### config.mk
export PLATFORM = sky130hd
export DESIGN_NAME = mmio_master_flat
export DESIGN_NICKNAME = d
export VERILOG_FILES = /design/src/rtl/mmio_pkg.sv /design/src/rtl/mmio_master_if.sv /design/src/rtl/mmio_master.sv /design/src/flat_wrapper.sv
export SDC_FILE = /design/constraint.sdc
export NUM_CORES = 1
export LEC_CHECK = 0
export ABC_AREA = 1
export BUFFER_PORTS_ARGS = -buffer_cell sky130_fd_sc_hd__buf_4
export CORE_UTILIZATION = 40
export DETAILED_ROUTE_END_ITERATION = 10
export PLACE_DENSITY = 0.83
export SLEW_MARGIN = 40
export SYNTH_ARGS = -nofsm -noshare
export SYNTH_HDL_FRONTEND = slang
export SYNTH_SLANG_ARGS = --single-unit
### constraint.sdc
create_clock -name clk -period 2.3 [get_ports clk]
set_input_delay 0.46 -clock clk [delete_from_list [all_inputs] [get_ports clk]]
set_output_delay 0.46 -clock clk [all_outputs]
set_load 0.1 [all_outputs]
### src/rtl/mmio_pkg.sv
// Shared types and constants for the MMIO master.
// Holds the FSM state encoding and the MMIO address window.
package mmio_pkg;

    typedef enum logic [1:0] {
        ST_IDLE,
        ST_ISSUE,
        ST_WAIT,
        ST_RESP
    } state_t;

    localparam int unsigned ADDR_W = 32;
    localparam int unsigned DATA_W = 32;

    localparam logic [15:0] MMIO_WINDOW_HI = 16'hFFFF;
    localparam logic [15:0] REG1_OFF       = 16'h0000;
    localparam logic [15:0] REG2_OFF       = 16'h0004;

    function automatic logic in_window(input logic [ADDR_W-1:0] addr);
        return addr[ADDR_W-1:16] == MMIO_WINDOW_HI;
    endfunction

endpackage

### src/rtl/mmio_master_if.sv
// Request/response handshake plus MMIO strobe bus of the MMIO master.
// The master modport is the block's view; slave is the environment's.
interface mmio_master_if;
    import mmio_pkg::*;

    logic              req_valid;
    logic              req_ready;
    logic              req_write;
    logic [ADDR_W-1:0] req_addr;
    logic [DATA_W-1:0] req_wdata;

    logic              resp_valid;
    logic              resp_ready;
    logic [DATA_W-1:0] resp_data;
    logic              resp_err;

    logic [ADDR_W-1:0] addr_out;
    logic [DATA_W-1:0] data_out;
    logic              wr_out;
    logic              rd_out;
    logic              rd_valid_in;
    logic [DATA_W-1:0] rd_data_in;

    modport master (
        input  req_valid,
        output req_ready,
        input  req_write,
        input  req_addr,
        input  req_wdata,
        output resp_valid,
        input  resp_ready,
        output resp_data,
        output resp_err,
        output addr_out,
        output data_out,
        output wr_out,
        output rd_out,
        input  rd_valid_in,
        input  rd_data_in
    );

    modport slave (
        output req_valid,
        input  req_ready,
        output req_write,
        output req_addr,
        output req_wdata,
        input  resp_valid,
        output resp_ready,
        input  resp_data,
        input  resp_err,
        input  addr_out,
        input  data_out,
        input  wr_out,
        input  rd_out,
        output rd_valid_in,
        output rd_data_in
    );

endinterface

### src/rtl/mmio_master.sv
// Single-outstanding MMIO master: accepts one request, issues one strobe,
// waits (bounded) for read data and returns one response.
module mmio_master
    import mmio_pkg::*;
#(
    parameter int unsigned TIMEOUT_CYCLES = 16
) (
    input  logic          clk,
    input  logic          rst,
    mmio_master_if.master bus
);

    localparam int unsigned CW = $clog2(TIMEOUT_CYCLES) + 1;
    localparam logic [CW-1:0] CNT_LAST = CW'(TIMEOUT_CYCLES - 1);

    state_t            r_state;
    state_t            w_state_nxt;
    logic              r_write;
    logic              w_write_nxt;
    logic [ADDR_W-1:0] r_addr;
    logic [ADDR_W-1:0] w_addr_nxt;
    logic [DATA_W-1:0] r_wdata;
    logic [DATA_W-1:0] w_wdata_nxt;
    logic [DATA_W-1:0] r_rdata;
    logic [DATA_W-1:0] w_rdata_nxt;
    logic              r_err;
    logic              w_err_nxt;
    logic [CW-1:0]     r_cnt;
    logic [CW-1:0]     w_cnt_nxt;

    always_ff @(posedge clk) begin
        if (rst) begin
            r_state <= ST_IDLE;
            r_write <= 1'b0;
            r_addr  <= '0;
            r_wdata <= '0;
            r_rdata <= '0;
            r_err   <= 1'b0;
            r_cnt   <= '0;
        end else begin
            r_state <= w_state_nxt;
            r_write <= w_write_nxt;
            r_addr  <= w_addr_nxt;
            r_wdata <= w_wdata_nxt;
            r_rdata <= w_rdata_nxt;
            r_err   <= w_err_nxt;
            r_cnt   <= w_cnt_nxt;
        end
    end

    always_comb begin
        w_state_nxt = r_state;
        w_write_nxt = r_write;
        w_addr_nxt  = r_addr;
        w_wdata_nxt = r_wdata;
        w_rdata_nxt = r_rdata;
        w_err_nxt   = r_err;
        w_cnt_nxt   = r_cnt;

        unique case (r_state)
            ST_IDLE: begin
                if (bus.req_valid) begin
                    w_write_nxt = bus.req_write;
                    w_addr_nxt  = bus.req_addr;
                    w_wdata_nxt = bus.req_wdata;
                    w_rdata_nxt = '0;
                    // Out-of-window requests skip the bus entirely
                    if (in_window(bus.req_addr)) begin
                        w_err_nxt   = 1'b0;
                        w_state_nxt = ST_ISSUE;
                    end else begin
                        w_err_nxt   = 1'b1;
                        w_state_nxt = ST_RESP;
                    end
                end
            end
            ST_ISSUE: begin
                w_cnt_nxt = '0;
                if (r_write) begin
                    w_rdata_nxt = '0;
                    w_err_nxt   = 1'b0;
                    w_state_nxt = ST_RESP;
                end else begin
                    w_state_nxt = ST_WAIT;
                end
            end
            ST_WAIT: begin
                // Data arriving on the last allowed cycle still wins
                if (bus.rd_valid_in) begin
                    w_rdata_nxt = bus.rd_data_in;
                    w_err_nxt   = 1'b0;
                    w_state_nxt = ST_RESP;
                end else if (r_cnt == CNT_LAST) begin
                    w_rdata_nxt = '0;
                    w_err_nxt   = 1'b1;
                    w_state_nxt = ST_RESP;
                end else begin
                    w_cnt_nxt = r_cnt + 1'b1;
                end
            end
            ST_RESP: begin
                if (bus.resp_ready) begin
                    w_state_nxt = ST_IDLE;
                end
            end
            default: begin
                w_state_nxt = ST_IDLE;
            end
        endcase
    end

    assign bus.req_ready  = (r_state == ST_IDLE);
    assign bus.resp_valid = (r_state == ST_RESP);
    assign bus.resp_data  = r_rdata;
    assign bus.resp_err   = r_err;
    assign bus.addr_out   = r_addr;
    assign bus.data_out   = r_wdata;
    assign bus.wr_out     = (r_state == ST_ISSUE) &&  r_write;
    assign bus.rd_out     = (r_state == ST_ISSUE) && !r_write;

endmodule
### src/flat_wrapper.sv
// flat-port wrapper written by rule: the top's interface ports become plain ports
module mmio_master_flat import mmio_pkg::*;
#(
    parameter int unsigned TIMEOUT_CYCLES = 16
)
  (clk, rst, bus_req_valid, bus_req_ready, bus_req_write, bus_req_addr, bus_req_wdata, bus_resp_valid, bus_resp_ready, bus_resp_data, bus_resp_err, bus_addr_out, bus_data_out, bus_wr_out, bus_rd_out, bus_rd_valid_in, bus_rd_data_in);
  mmio_master_if bus_i ();
  input  logic clk;
  input  logic rst;
  input wire logic [$bits(bus_i.req_valid)-1:0] bus_req_valid;
  output wire logic [$bits(bus_i.req_ready)-1:0] bus_req_ready;
  input wire logic [$bits(bus_i.req_write)-1:0] bus_req_write;
  input wire logic [$bits(bus_i.req_addr)-1:0] bus_req_addr;
  input wire logic [$bits(bus_i.req_wdata)-1:0] bus_req_wdata;
  output wire logic [$bits(bus_i.resp_valid)-1:0] bus_resp_valid;
  input wire logic [$bits(bus_i.resp_ready)-1:0] bus_resp_ready;
  output wire logic [$bits(bus_i.resp_data)-1:0] bus_resp_data;
  output wire logic [$bits(bus_i.resp_err)-1:0] bus_resp_err;
  output wire logic [$bits(bus_i.addr_out)-1:0] bus_addr_out;
  output wire logic [$bits(bus_i.data_out)-1:0] bus_data_out;
  output wire logic [$bits(bus_i.wr_out)-1:0] bus_wr_out;
  output wire logic [$bits(bus_i.rd_out)-1:0] bus_rd_out;
  input wire logic [$bits(bus_i.rd_valid_in)-1:0] bus_rd_valid_in;
  input wire logic [$bits(bus_i.rd_data_in)-1:0] bus_rd_data_in;
  assign bus_i.req_valid = bus_req_valid;
  assign bus_req_ready = bus_i.req_ready;
  assign bus_i.req_write = bus_req_write;
  assign bus_i.req_addr = bus_req_addr;
  assign bus_i.req_wdata = bus_req_wdata;
  assign bus_resp_valid = bus_i.resp_valid;
  assign bus_i.resp_ready = bus_resp_ready;
  assign bus_resp_data = bus_i.resp_data;
  assign bus_resp_err = bus_i.resp_err;
  assign bus_addr_out = bus_i.addr_out;
  assign bus_data_out = bus_i.data_out;
  assign bus_wr_out = bus_i.wr_out;
  assign bus_rd_out = bus_i.rd_out;
  assign bus_i.rd_valid_in = bus_rd_valid_in;
  assign bus_i.rd_data_in = bus_rd_data_in;
  mmio_master #(.TIMEOUT_CYCLES(TIMEOUT_CYCLES)) u_core (.clk(clk), .rst(rst), .bus(bus_i));
endmodule
# == Word-level counts from Yosys, hierarchy flattened ==
# Cells that the tools add are included.
# totals
ff_bits,105
out_inout_bits,101
wordCells,50
# op_classes
n_addsub,1
n_eq_ne,11
mux,21
n_reduce_logical,10
# ops
operator,count
$mux 32,4
$pmux 32 s3,1
$eq 16x16->1 const B,1
$mux 2,5
$mux 5,2
$pmux 5 s2,1
$pmux 2 s4,1
$mux 1,6
$ne 2x2->1 const B,3
$reduce_and 3->1,2
$add 5x1->5 const B,1
$eq 5x4->1 const B,1
$eq 2x2->1 const B,2
$ne 2x1->1 const B,2
$reduce_and 4->1,1
$ne 3x2->1 const B,1
$pmux 1 s3,1
$reduce_bool 3->1,1
$eq 2x1->1 const B,1
$logic_and 1x1->1,2
$logic_not 2->1,1
$reduce_and 2->1,1
$reduce_bool 2->1,1
$logic_not 1->1,1

# == Logic depth before layout (Yosys ltp) ==
# Gate-level depths: netlist (run 1).
# logic_depth
ltp_word,4
ltp_mapped,12

# == Worst setup path before layout (run 1) ==
# No wires, ideal clock.
# synth_timing
path_type,flip-flop to flip-flop
from,register u_core.r_state[0]
to,register u_core.r_rdata[1] (netlist: u_core.bus.resp_data[1])
arrival_ns,2.131
t_required_ns,2.163
slack_ns,0.032
stages_incl_launch_ff,10
path_buffers,2
synth_period_minus_slack_ns,2.268
path_cell_list,dfxtp_1 > inv_1 > ha_1 > nand2_1 > nand2_4 > nor2_4 > buf_6 > buf_8 > o21ai_1 > nor2_1
# synth_via
elab_chain_len,3
# synth_rtl
item,line_no,source
"start, declared",mmio_master.sv:16,state_t r_state;
"start signal, assigned",mmio_master.sv:41,r_state <= w_state_nxt;
$logic_not 2->1 (*),-,
net bus_req_ready,flat_wrapper.sv:11,output wire logic [$bits(bus_i.req_ready)-1:0] bus_req_ready;
$ne 2x2->1 (no line) or $reduce_bool 3->1 (tied branches),-,
$reduce_and 4->1 (no line),-,
"end signal, assigned",mmio_master.sv:45,r_rdata <= w_rdata_nxt;
"end, declared",mmio_master.sv:24,logic [DATA_W-1:0] r_rdata;
# Mark *: on every way through the listed nets, which the timed path passes. The rest lies on a longest branch.
# A chain may end at the register's enable or synchronous reset.

# == Worst setup path in the final report (run 1) ==
# layout_timing
from,register u_core.r_state[1]
to,output port bus_wr_out
# layout_via
elab_chain_len,2
# layout_rtl
item,line_no,source
$eq 2x1->1,mmio_master.sv:118,assign bus.wr_out = (r_state == ST_ISSUE) && r_write;
$logic_and 1x1->1,mmio_master.sv:118,
"end, declared",flat_wrapper.sv:21,output wire logic [$bits(bus_i.wr_out)-1:0] bus_wr_out;
# Every way passes these cells.

==> flow_metrics.env, run 1 <==
export IMPL_layout_common_cells="buf_4, nor2_1, dfxtp_1"
export IMPL_cts_sinks=105
export IMPL_critical_path_peak_fanout=4
export IMPL_grt_start_max_net_pins=88
export IMPL_hpwlAfterDp_um=7900
export IMPL_drive_above_1_share_pct=35.7
export IMPL_std_cell_rows=36
export IMPL_min_period_over_period_pct=86.1
export IMPL_route_met2_wl_um=5530
export IMPL_grt_usage_pct=20.5
export IMPL_dr_first_iter_drc_count=204
export IMPL_synth_enable_flop_cells=0
export IMPL_synth_warning_count=0
export IMPL_synth_main_ff_cell="dfxtp_1"
export IMPL_period_needed_ns=1.98
export IMPL_globalRouteOverflowTotal=0
export IMPL_worst_slew_margin_rel_pct=73.3
export IMPL_antenna_found_initial=0
export IMPL_critical_path_slowest_cell="dfxtp_1"
export IMPL_endpoint_required_time_on_the_critical_path_ns=1.84
export IMPL_final_setup_violation_count=0
export IMPL_crit_path_start_kind="flop"
export IMPL_final_common_cell="buf_4"
export IMPL_worst_skew_pair_late_latency_ns=0.36
export IMPL_max_stage_delay_ns=0.35
export IMPL_holdBufCountCts=0
export IMPL_initial_core_utilization_pct=41.7
export IMPL_ff2ff_setup_slack_ns=0.44
export IMPL_fmax_mhz=505
export IMPL_cts_buffers=9
export IMPL_hp_class="in -> reg"
export IMPL_placer_s_final_routability_congestion_estimate=0.865
export IMPL_clk_pin_slew_worst_paths_ns=0.10
export IMPL_synth_net_count=643
export IMPL_synth_largest_area_cell="dfxtp_1"
export IMPL_path_delay_family="buffers and inverters"
export IMPL_fin_tns_setup_ns=0
export IMPL_io_pins=203
export IMPL_critPathArrivalTime_ns=1.52
export IMPL_run_status="completed"
export IMPL_yosys_area_top_type_share_pct=50.9
export IMPL_rsz0062_at_grt="false"
export IMPL_avgRoutedWirePerCell_um=12.8
export IMPL_antenna_violating_nets_post_route=0
export IMPL_topRoutingLayerUsed="met4"
export IMPL_wl_met1_um=4620
export IMPL_die_area_sq_um=10700
export IMPL_synth_seq_area_share_pct=50.9
export IMPL_area_growth_synth_to_final_pct=42.6
export IMPL_grt_pass1_vias=3805
export IMPL_drt_drc_violations_left=0
export IMPL_met3_wire_length_um=476
export IMPL_ordered_cell_list_for_the_critical_path="inv_1, ha_1, nand2_1, inv_1, buf_4"
export IMPL_totalWireLength_um=11000
export IMPL_tritoncts="built"
export IMPL_coreArea_sq_um=9910
export IMPL_grt_first_pass_wirelength_um=18000
export IMPL_max_clock_path_buffers=2
export IMPL_cp_num_buf_inv=3
export IMPL_final_nets=830
export IMPL_drv_max_cap_violation_count=0
export IMPL_fillCellCount=933
export IMPL_cts_root_buf="clkbuf_8"
export IMPL_crit_type="reg -> out"
export IMPL_synth_lib_cells_used_distinct=28
export IMPL_asyncSetResetFlopFracSynth_pct=0
export IMPL_vias=4100
export IMPL_yosys_register_bits=105
export IMPL_critical_path_endpoint_type="output port"
export IMPL_worst_pin_slew_ns=0.399
export IMPL_dr_pass1_iters=7
export IMPL_n_antenna_cell=0
export IMPL_place_port_buffers=202
export IMPL_postCtsSetupRepairBufs=0
export IMPL_fin_worst_skew_ns=0.0116
export IMPL_cts_resized_gates=0
export IMPL_post_synth_cell_area_avg_sq_um=7.74
export IMPL_cpMostUsedCell="inv_1"
export IMPL_final_area_sq_um=5890
export IMPL_ctsHtreeMaxLevel=3
export IMPL_hold_viol=0
export IMPL_report_final_slew_viol_count=0
export IMPL_netlist_top_cells_area="dfxtp_1, nor2_1, o21ai_0"
export IMPL_die_height_um=104
export IMPL_syn_area_sq_um=4130
export IMPL_vias_per_cell=4.78
export IMPL_netlist_instances=534
export IMPL_detailed_place_area_sq_um=5720
export IMPL_dieWidth_um=104
[per-stage QoR]
stage / util [%] / worst slack (ns) / instances / hold WS, ns
floorplan: - / 0.0315 / 534 / 0.442
global placement: 57.7 / 0.542 / 843 / 0.455
detailed placement: 57.7 / 0.492 / 843 / 0.475
CTS: 59.5 / 0.309 / 858 / 0.316
global route: 59.5 / 0.206 / 858 / 0.332
finish: 59.5 / 0.319 / 858 / 0.328
[synthesized netlist by cell type, drive strengths merged (2+ instances only)]
cell and count:
buf 15, nand2 60, nor3 2, inv 19, dfxtp 105, o21ai 100, nor2 173, clkbuf 18
nand3b 3, nand3 4, a21oi 26, ha 7
[tightest hold or removal path, stage by stage]
cell and delay (ns):
buf_4 0.08, a21oi_1 0.04, nor2_1 0.08
[metal layers]
layer	vias to the layer above	GRT usage, %
li1	2087	-
met1	1843	22.9
met2	142	36.5
met3	28	3.84
met4	0	11.3
met5	-	0
[logic make-up (layout without fill, tap and decap cells)]
group	after synthesis	after routing	synth area share, %
compound gates	127	127	16.3
fa+ha+maj	7	7	2.12
buf+inv	52	243	6.21
flops	105	105	50.9
simple gates	243	243	24.5
[path summary, 6_finish.rpt]
path | depth (start not counted) | start | end
setup / recovery | 5 | u_core.r_state[1] | bus_wr_out
hold / removal | 3 | bus_rd_data_in[29] | u_core.bus.resp_data[29]
setup reg to reg | 9 | u_core.r_cnt[1] | u_core.bus.resp_err
hold reg to reg | 2 | u_core.bus.addr_out[7] | u_core.bus.addr_out[7]
[registers in the layout, summed over array words and instances (netlist names)]
signal	count
u_core.r_write	1
u_core.r_cnt	5
u_core.r_state	2
u_core.bus.resp_data	32
u_core.bus.resp_err	1
u_core.bus.addr_out	32
u_core.bus.data_out	32
[layout make-up]
class                   count  area [sq um]  area share (%)
clock inverters             4          28.8           0.488
inverters                  19          71.3            1.21
repair buffers            209          1610            27.3
flip-flops and latches    105          2100            35.7
clock buffers              11           141            2.40
multi-input cells         377          1780            30.1
well taps                 133           166            2.82
Power of run 1 is not shown: default switching activity piles up to over one toggle a cycle in this logic, so the estimate is an artifact.
==> run 2, diff against run 1 <==
Settings changed: ABC_AREA 1 to 0, PLACE_DENSITY 0.83 to 0.84.
==> run 2 against run 1 <==
- register-to-register slack worse by 0.23 ns
- via count fell by 2.4%
- critical path depth grew 3
- clock-buffer cell count up 1
- global-route usage is 0.72 points lower
- synthesized cell count is 8.1% lower
- non-clock buffer count rose by 1
- wire length fell by 3.3%
- critical endpoint is now u_core.bus.resp_data[9]
==> flow_metrics.env, run 2 <==
export IMPL_synth_largest_area_cell="dfxtp_1"
export IMPL_worst_skew_pair_late_latency_ns=0.35
export IMPL_critical_path_peak_fanout=33
export IMPL_netlist_top_cells_area="dfxtp_1, nand2_1, a21oi_1"
export IMPL_n_antenna_cell=0
export IMPL_worst_pin_slew_ns=0.580
export IMPL_path_delay_family="simple AND/OR/NAND/NOR gates"
export IMPL_final_area_sq_um=5740
export IMPL_yosys_top_cells_count="nand2_1, dfxtp_1, a21oi_1"
export IMPL_max_stage_delay_ns=0.36
export IMPL_fin_worst_skew_ns=0.00589
export IMPL_crit_path_start_kind="flop"
export IMPL_grt_first_pass_wirelength_um=16300
export IMPL_antenna_violating_nets_post_route=0
export IMPL_timing_critical_path_from="u_core.r_cnt[0]"
export IMPL_drt_drc_violations_left=0
export IMPL_most_common_cell_in_the_netlist="nand2_1"
export IMPL_holdBufCountCts=0
export IMPL_syn_area_sq_um=3980
export IMPL_std_cell_rows=36
export IMPL_hpwlAfterDp_um=7860
export IMPL_max_vdd_ir_drop_mv=0.620
export IMPL_drive_above_1_share_pct=35.7
export IMPL_layout_common_cells="buf_4, nand2_1, dfxtp_1"
export IMPL_io_pins=203
export IMPL_final_nets=784
export IMPL_detailed_place_area_sq_um=5560
export IMPL_synth_main_ff_cell="dfxtp_1"
export IMPL_fin_tns_setup_ns=0
export IMPL_max_clock_path_buffers=2
export IMPL_worst_slew_margin_rel_pct=61.4
export IMPL_placer_s_final_routability_congestion_estimate=0.748
export IMPL_rsz0062_at_grt="false"
export IMPL_cts_sinks=105
export IMPL_critical_path_slowest_cell="nor3b_4"
export IMPL_asyncSetResetFlopFracSynth_pct=0
export IMPL_vias_per_cell=4.93
export IMPL_drv_max_cap_violation_count=0
export IMPL_synth_enable_flop_cells=0
export IMPL_ordered_cell_list_for_the_critical_path="ha_1, and3_1, ha_1, nor3b_4, or4_1, buf_6, nand2_1, a21oi_1"
export IMPL_hold_ws_ns=0.343
export IMPL_synth_lib_cells_used_distinct=33
export IMPL_cpMostUsedCell="ha_1"
export IMPL_cellPowerDensity_nw_per_um2=1220
export IMPL_synth_seq_area_share_pct=52.8
export IMPL_die_height_um=102
export IMPL_report_final_slew_viol_count=0
export IMPL_crit_type="reg -> reg"
export IMPL_post_synth_cell_area_avg_sq_um=8.11
export IMPL_vias=4000
export IMPL_min_period_over_period_pct=90.7
export IMPL_reg2reg_from="u_core.r_cnt[0]"
export IMPL_hold_viol=0
export IMPL_final_setup_violation_count=0
export IMPL_final_common_cell="buf_4"
export IMPL_leakagePower_nw=2.47
export IMPL_critical_path_endpoint_type="flop"
export IMPL_ctsHtreeMaxLevel=3
export IMPL_dr_first_iter_drc_count=116
export IMPL_dieWidth_um=102
export IMPL_hp_class="in -> reg"
export IMPL_grt_pass1_vias=3662
export IMPL_synth_warning_count=0
export IMPL_cts_buffers=9
export IMPL_grt_start_max_net_pins=53
export IMPL_tritoncts="built"
export IMPL_avgRoutedWirePerCell_um=13.1
export IMPL_die_area_sq_um=10400
export IMPL_endpoint_required_time_on_the_critical_path_ns=2.57
export IMPL_globalRouteOverflowTotal=0
export IMPL_cts_root_buf="clkbuf_8"
export IMPL_totalWireLength_um=10600
export IMPL_hold_start="bus_req_wdata[5]"
export IMPL_netlist_instances=491
export IMPL_synth_net_count=600
export IMPL_antenna_found_initial=0
export IMPL_area_growth_synth_to_final_pct=44.2
export IMPL_fillCellCount=877
export IMPL_period_needed_ns=2.09
export IMPL_grt_usage_pct=19.8
export IMPL_fmax_mhz=479
export IMPL_initial_core_utilization_pct=40.9
export IMPL_dr_pass1_iters=6
export IMPL_critPathArrivalTime_ns=2.36
export IMPL_coreArea_sq_um=9730
export IMPL_cp_num_buf_inv=1
export IMPL_run_status="completed"
export IMPL_yosys_register_bits=105
export IMPL_clk_pin_slew_worst_paths_ns=0.10
export IMPL_place_port_buffers=202
export IMPL_yosys_area_top_type_share_pct=52.8
[run 2: changes by cell type in the layout (fill, tap and decap cells not counted), sizes merged, moves of 5 or more]
cell,change
nor2,-169
o21ai,-98
nand3,+30
nand2,+107
nand4,+5
a21oi,+74
inv,-15
[run 2: routing by layer]
layer	global-route usage [%]	vias up	wire, um
met4	6.13	0	104
met3	5.73	11	769
met2	35.1	132	5360
met5	0	-	0
li1	-	1982	-
met1	22.8	1875	4410
[run 2: cell type report]
class	count	area, sq um	area share, %
repair buffers	210	1590	27.7
inverters	5	18.8	0.327
clock buffers	12	165	2.88
well taps	133	166	2.90
flip-flops and latches	105	2100	36.6
clock inverters	2	13.8	0.240
multi-input cells	344	1680	29.3
[run 2: per-stage QoR]
step | util (%) | setup WS (ns) | total power [mW] | std cells
5_1_grt | 59.0 | 0.0577 | 7.35 | 811
3_5_place_dp | 57.1 | 0.147 | 6.00 | 797
4_1_cts | 59.0 | 0.117 | 7.06 | 811
3_3_place_gp | 57.1 | 0.278 | 5.92 | 797
2_1_floorplan | - | 0.213 | 5.31 | 491
6_report | 59.0 | 0.214 | 7.02 | 811
[run 2: worst min-delay path, stage by stage]
cell,delay (ns)
buf_4,0.11
nand2_1,0.04
a21oi_1,0.05
[run 2: repair_timing]
item / in CTS / in global routing
buffers inserted: 0 / 0
gates resized for setup: 0 / 1
setup endpoints to repair: 0 / 3
[run 2: where the power goes]
| group | internal (mW) | total [mW] | switching, mW |
|---|---|---|---|
| combinational | 0.833 | 3.74 | 2.91 |
| sequential | 2.08 | 2.22 | 0.147 |
| clock | 0.472 | 1.05 | 0.580 |
| total | 3.38 | 7.02 | 3.64 |
[run 2: cells by family after synthesis]
family | after synthesis | share of synthesized area, %
flops | 105 | 52.8
buf+inv | 42 | 5.09
fa+ha+maj | 7 | 2.20
xor+xnor | 2 | 0.440
compound gates | 107 | 14.1
simple gates | 228 | 25.3
[run 2: final timing paths]
path                                   to  slack, ns  cells after the start
hold reg to reg   u_core.bus.resp_data[1]       0.46                      2
hold / removal     u_core.bus.data_out[5]       0.34                      3
setup / recovery  u_core.bus.resp_data[9]       0.21                      8
setup reg to reg  u_core.bus.resp_data[9]       0.21                      8
Power figures use the tool's default switching activity.
==> run 3, diff against run 2 <==
Clock period 2.3 ns to 2.49 ns, I/O delays scaled along.
==> run 3 against run 2 <==
- via count increased by 0.50%
- worst hold slack improved by 0.038 ns
- global-route usage increased by 0.65 points
- clock skew about the same
- setup slack improved by 0.13 ns
- wire length increased by 1.5%
- utilization decreased by 0.064 points
- final cell count increased by 0.25%
- critical endpoint is now u_core.bus.resp_data[13]
- largest power group unchanged
==> flow_metrics.env, run 3 (synthesis gave the netlist of run 2 again) <==
export IMPL_run_status="completed"
export IMPL_worst_skew_pair_late_latency_ns=0.35
export IMPL_endpoint_required_time_on_the_critical_path_ns=2.78
export IMPL_worst_pin_slew_ns=0.577
export IMPL_critPathArrivalTime_ns=2.43
export IMPL_ordered_cell_list_for_the_critical_path="ha_1, and3_1, ha_1, nor3b_4, or4_1, buf_4, nand2_1, a21oi_1"
export IMPL_dr_pass1_iters=4
export IMPL_max_stage_delay_ns=0.36
export IMPL_detailed_place_area_sq_um=5560
export IMPL_postLayoutCoreUtil_pct=59.0
export IMPL_vias_per_cell=4.94
export IMPL_grt_usage_pct=20.4
export IMPL_min_period_over_period_pct=86.2
export IMPL_drv_max_cap_violation_count=0
export IMPL_postCtsSetupRepairBufs=0
export IMPL_grt_pass1_vias=3708
export IMPL_globalRouteOverflowTotal=0
export IMPL_cpMostUsedCell="ha_1"
export IMPL_drive_above_1_share_pct=35.6
export IMPL_avgRoutedWirePerCell_um=13.3
export IMPL_final_critical_path_setup_slack_ns=0.343
export IMPL_initial_core_utilization_pct=40.9
export IMPL_die_height_um=102
export IMPL_hpwlAfterDp_um=7940
export IMPL_grt_first_pass_wirelength_um=16600
export IMPL_crit_type="reg -> reg"
export IMPL_critical_path_endpoint_type="flop"
export IMPL_cp_num_buf_inv=1
export IMPL_period_needed_ns=2.15
export IMPL_hp_class="in -> reg"
export IMPL_clk_pin_slew_worst_paths_ns=0.10
export IMPL_fin_tns_setup_ns=0
export IMPL_grt_start_max_net_pins=44
export IMPL_leakagePower_nw=2.46
export IMPL_path_delay_family="simple AND/OR/NAND/NOR gates"
export IMPL_cts_buffers=9
export IMPL_ctsHtreeMaxLevel=3
export IMPL_final_area_sq_um=5740
export IMPL_hold_viol=0
export IMPL_worst_slew_margin_rel_pct=61.5
export IMPL_report_final_slew_viol_count=0
export IMPL_cts_resized_gates=0
export IMPL_antenna_found_initial=0
export IMPL_cellPowerDensity_nw_per_um2=1130
export IMPL_io_pins=203
export IMPL_holdBufCountCts=0
export IMPL_critical_path_slowest_cell="nor3b_4"
export IMPL_crit_path_start_kind="flop"
export IMPL_coreArea_sq_um=9730
export IMPL_fmax_mhz=466
export IMPL_place_port_buffers=202
export IMPL_fillCellCount=857
export IMPL_antenna_violating_nets_post_route=0
export IMPL_cts_sinks=105
export IMPL_drt_drc_violations_left=0
export IMPL_n_antenna_cell=0
export IMPL_area_growth_synth_to_final_pct=44.1
export IMPL_final_nets=784
export IMPL_layout_common_cells="buf_4, nand2_1, dfxtp_1"
export IMPL_dr_first_iter_drc_count=132
export IMPL_std_cell_rows=36
export IMPL_vias=4020
export IMPL_max_clock_path_buffers=2
export IMPL_placer_s_final_routability_congestion_estimate=0.758
export IMPL_rsz0062_at_grt="false"
export IMPL_final_common_cell="buf_4"
export IMPL_cts_root_buf="clkbuf_8"
export IMPL_tritoncts="built"
export IMPL_final_setup_violation_count=0
export IMPL_fin_worst_skew_ns=0.00599
export IMPL_critical_path_peak_fanout=33
export IMPL_die_area_sq_um=10400
export IMPL_totalWireLength_um=10800
export IMPL_dieWidth_um=102
export IMPL_max_vdd_ir_drop_mv=0.744
export IMPL_ff2ff_setup_slack_ns=0.34
export IMPL_place_ws_ns=0.370
-- run 3: cell count changes in the layout (fill, tap and decap cells not counted) --
cell,previous run,this run
buf_4,208,209
buf_6,1,0
clkbuf_1,0,1
clkbuf_8,12,10
clkinv_4,1,0
clkinvlp_4,0,2
ha_1,6,7
ha_2,1,0
inv_6,0,2
-- run 3: worst paths after layout --
kind                                 from                        to  cells after the start
setup / recovery          u_core.r_cnt[0]  u_core.bus.resp_data[13]                      8
hold / removal          bus_req_wdata[14]   u_core.bus.data_out[14]                      3
setup reg to reg          u_core.r_cnt[0]  u_core.bus.resp_data[13]                      8
hold reg to reg   u_core.bus.resp_data[6]   u_core.bus.resp_data[6]                      2
-- run 3: layer usage --
layer / share of wire (%) / wire length (um) / up-vias / GRT usage (%)
met2: 50 / 5450 / 157 / 37.1
met4: 1.2 / 128 / 0 / 6.47
li1: - / - / 1984 / -
met1: 41 / 4400 / 1867 / 22.9
met3: 7.7 / 830 / 12 / 5.87
met5: 0 / 0 / - / 0
-- run 3: where the power goes --
part	leakage, nW	switching (mW)	internal, mW
combinational	1.52	2.69	0.763
sequential	0.856	0.136	1.92
clock	0.0863	0.576	0.398
total	2.46	3.41	3.08
-- run 3: area by class of cell --
class / instances / area, sq um / area share [%]
Clock buffer: 11 / 141 / 2.47
Clock inverter: 5 / 37.5 / 0.654
Inverter: 5 / 18.8 / 0.327
Multi-Input combinational cell: 344 / 1680 / 29.3
Sequential cell: 105 / 2100 / 36.6
Tap cell: 133 / 166 / 2.90
Timing Repair Buffer: 210 / 1590 / 27.7
-- run 3: worst min-delay path: stages --
cell and delay (ns):
buf_4 0.11, nand2_1 0.04, a21oi_1 0.05
-- run 3: per-stage QoR --
| stage | power (mW) | hold WS, ns | instances |
|---|---|---|---|
| final | 6.49 | 0.380 | 813 |
| after global routing | 6.81 | 0.353 | 813 |
| after CTS | 6.53 | 0.354 | 813 |
| after detailed placement | 5.55 | 0.444 | 797 |
| after global placement | 5.47 | 0.437 | 797 |
| after floorplan | 4.90 | 0.464 | 491 |
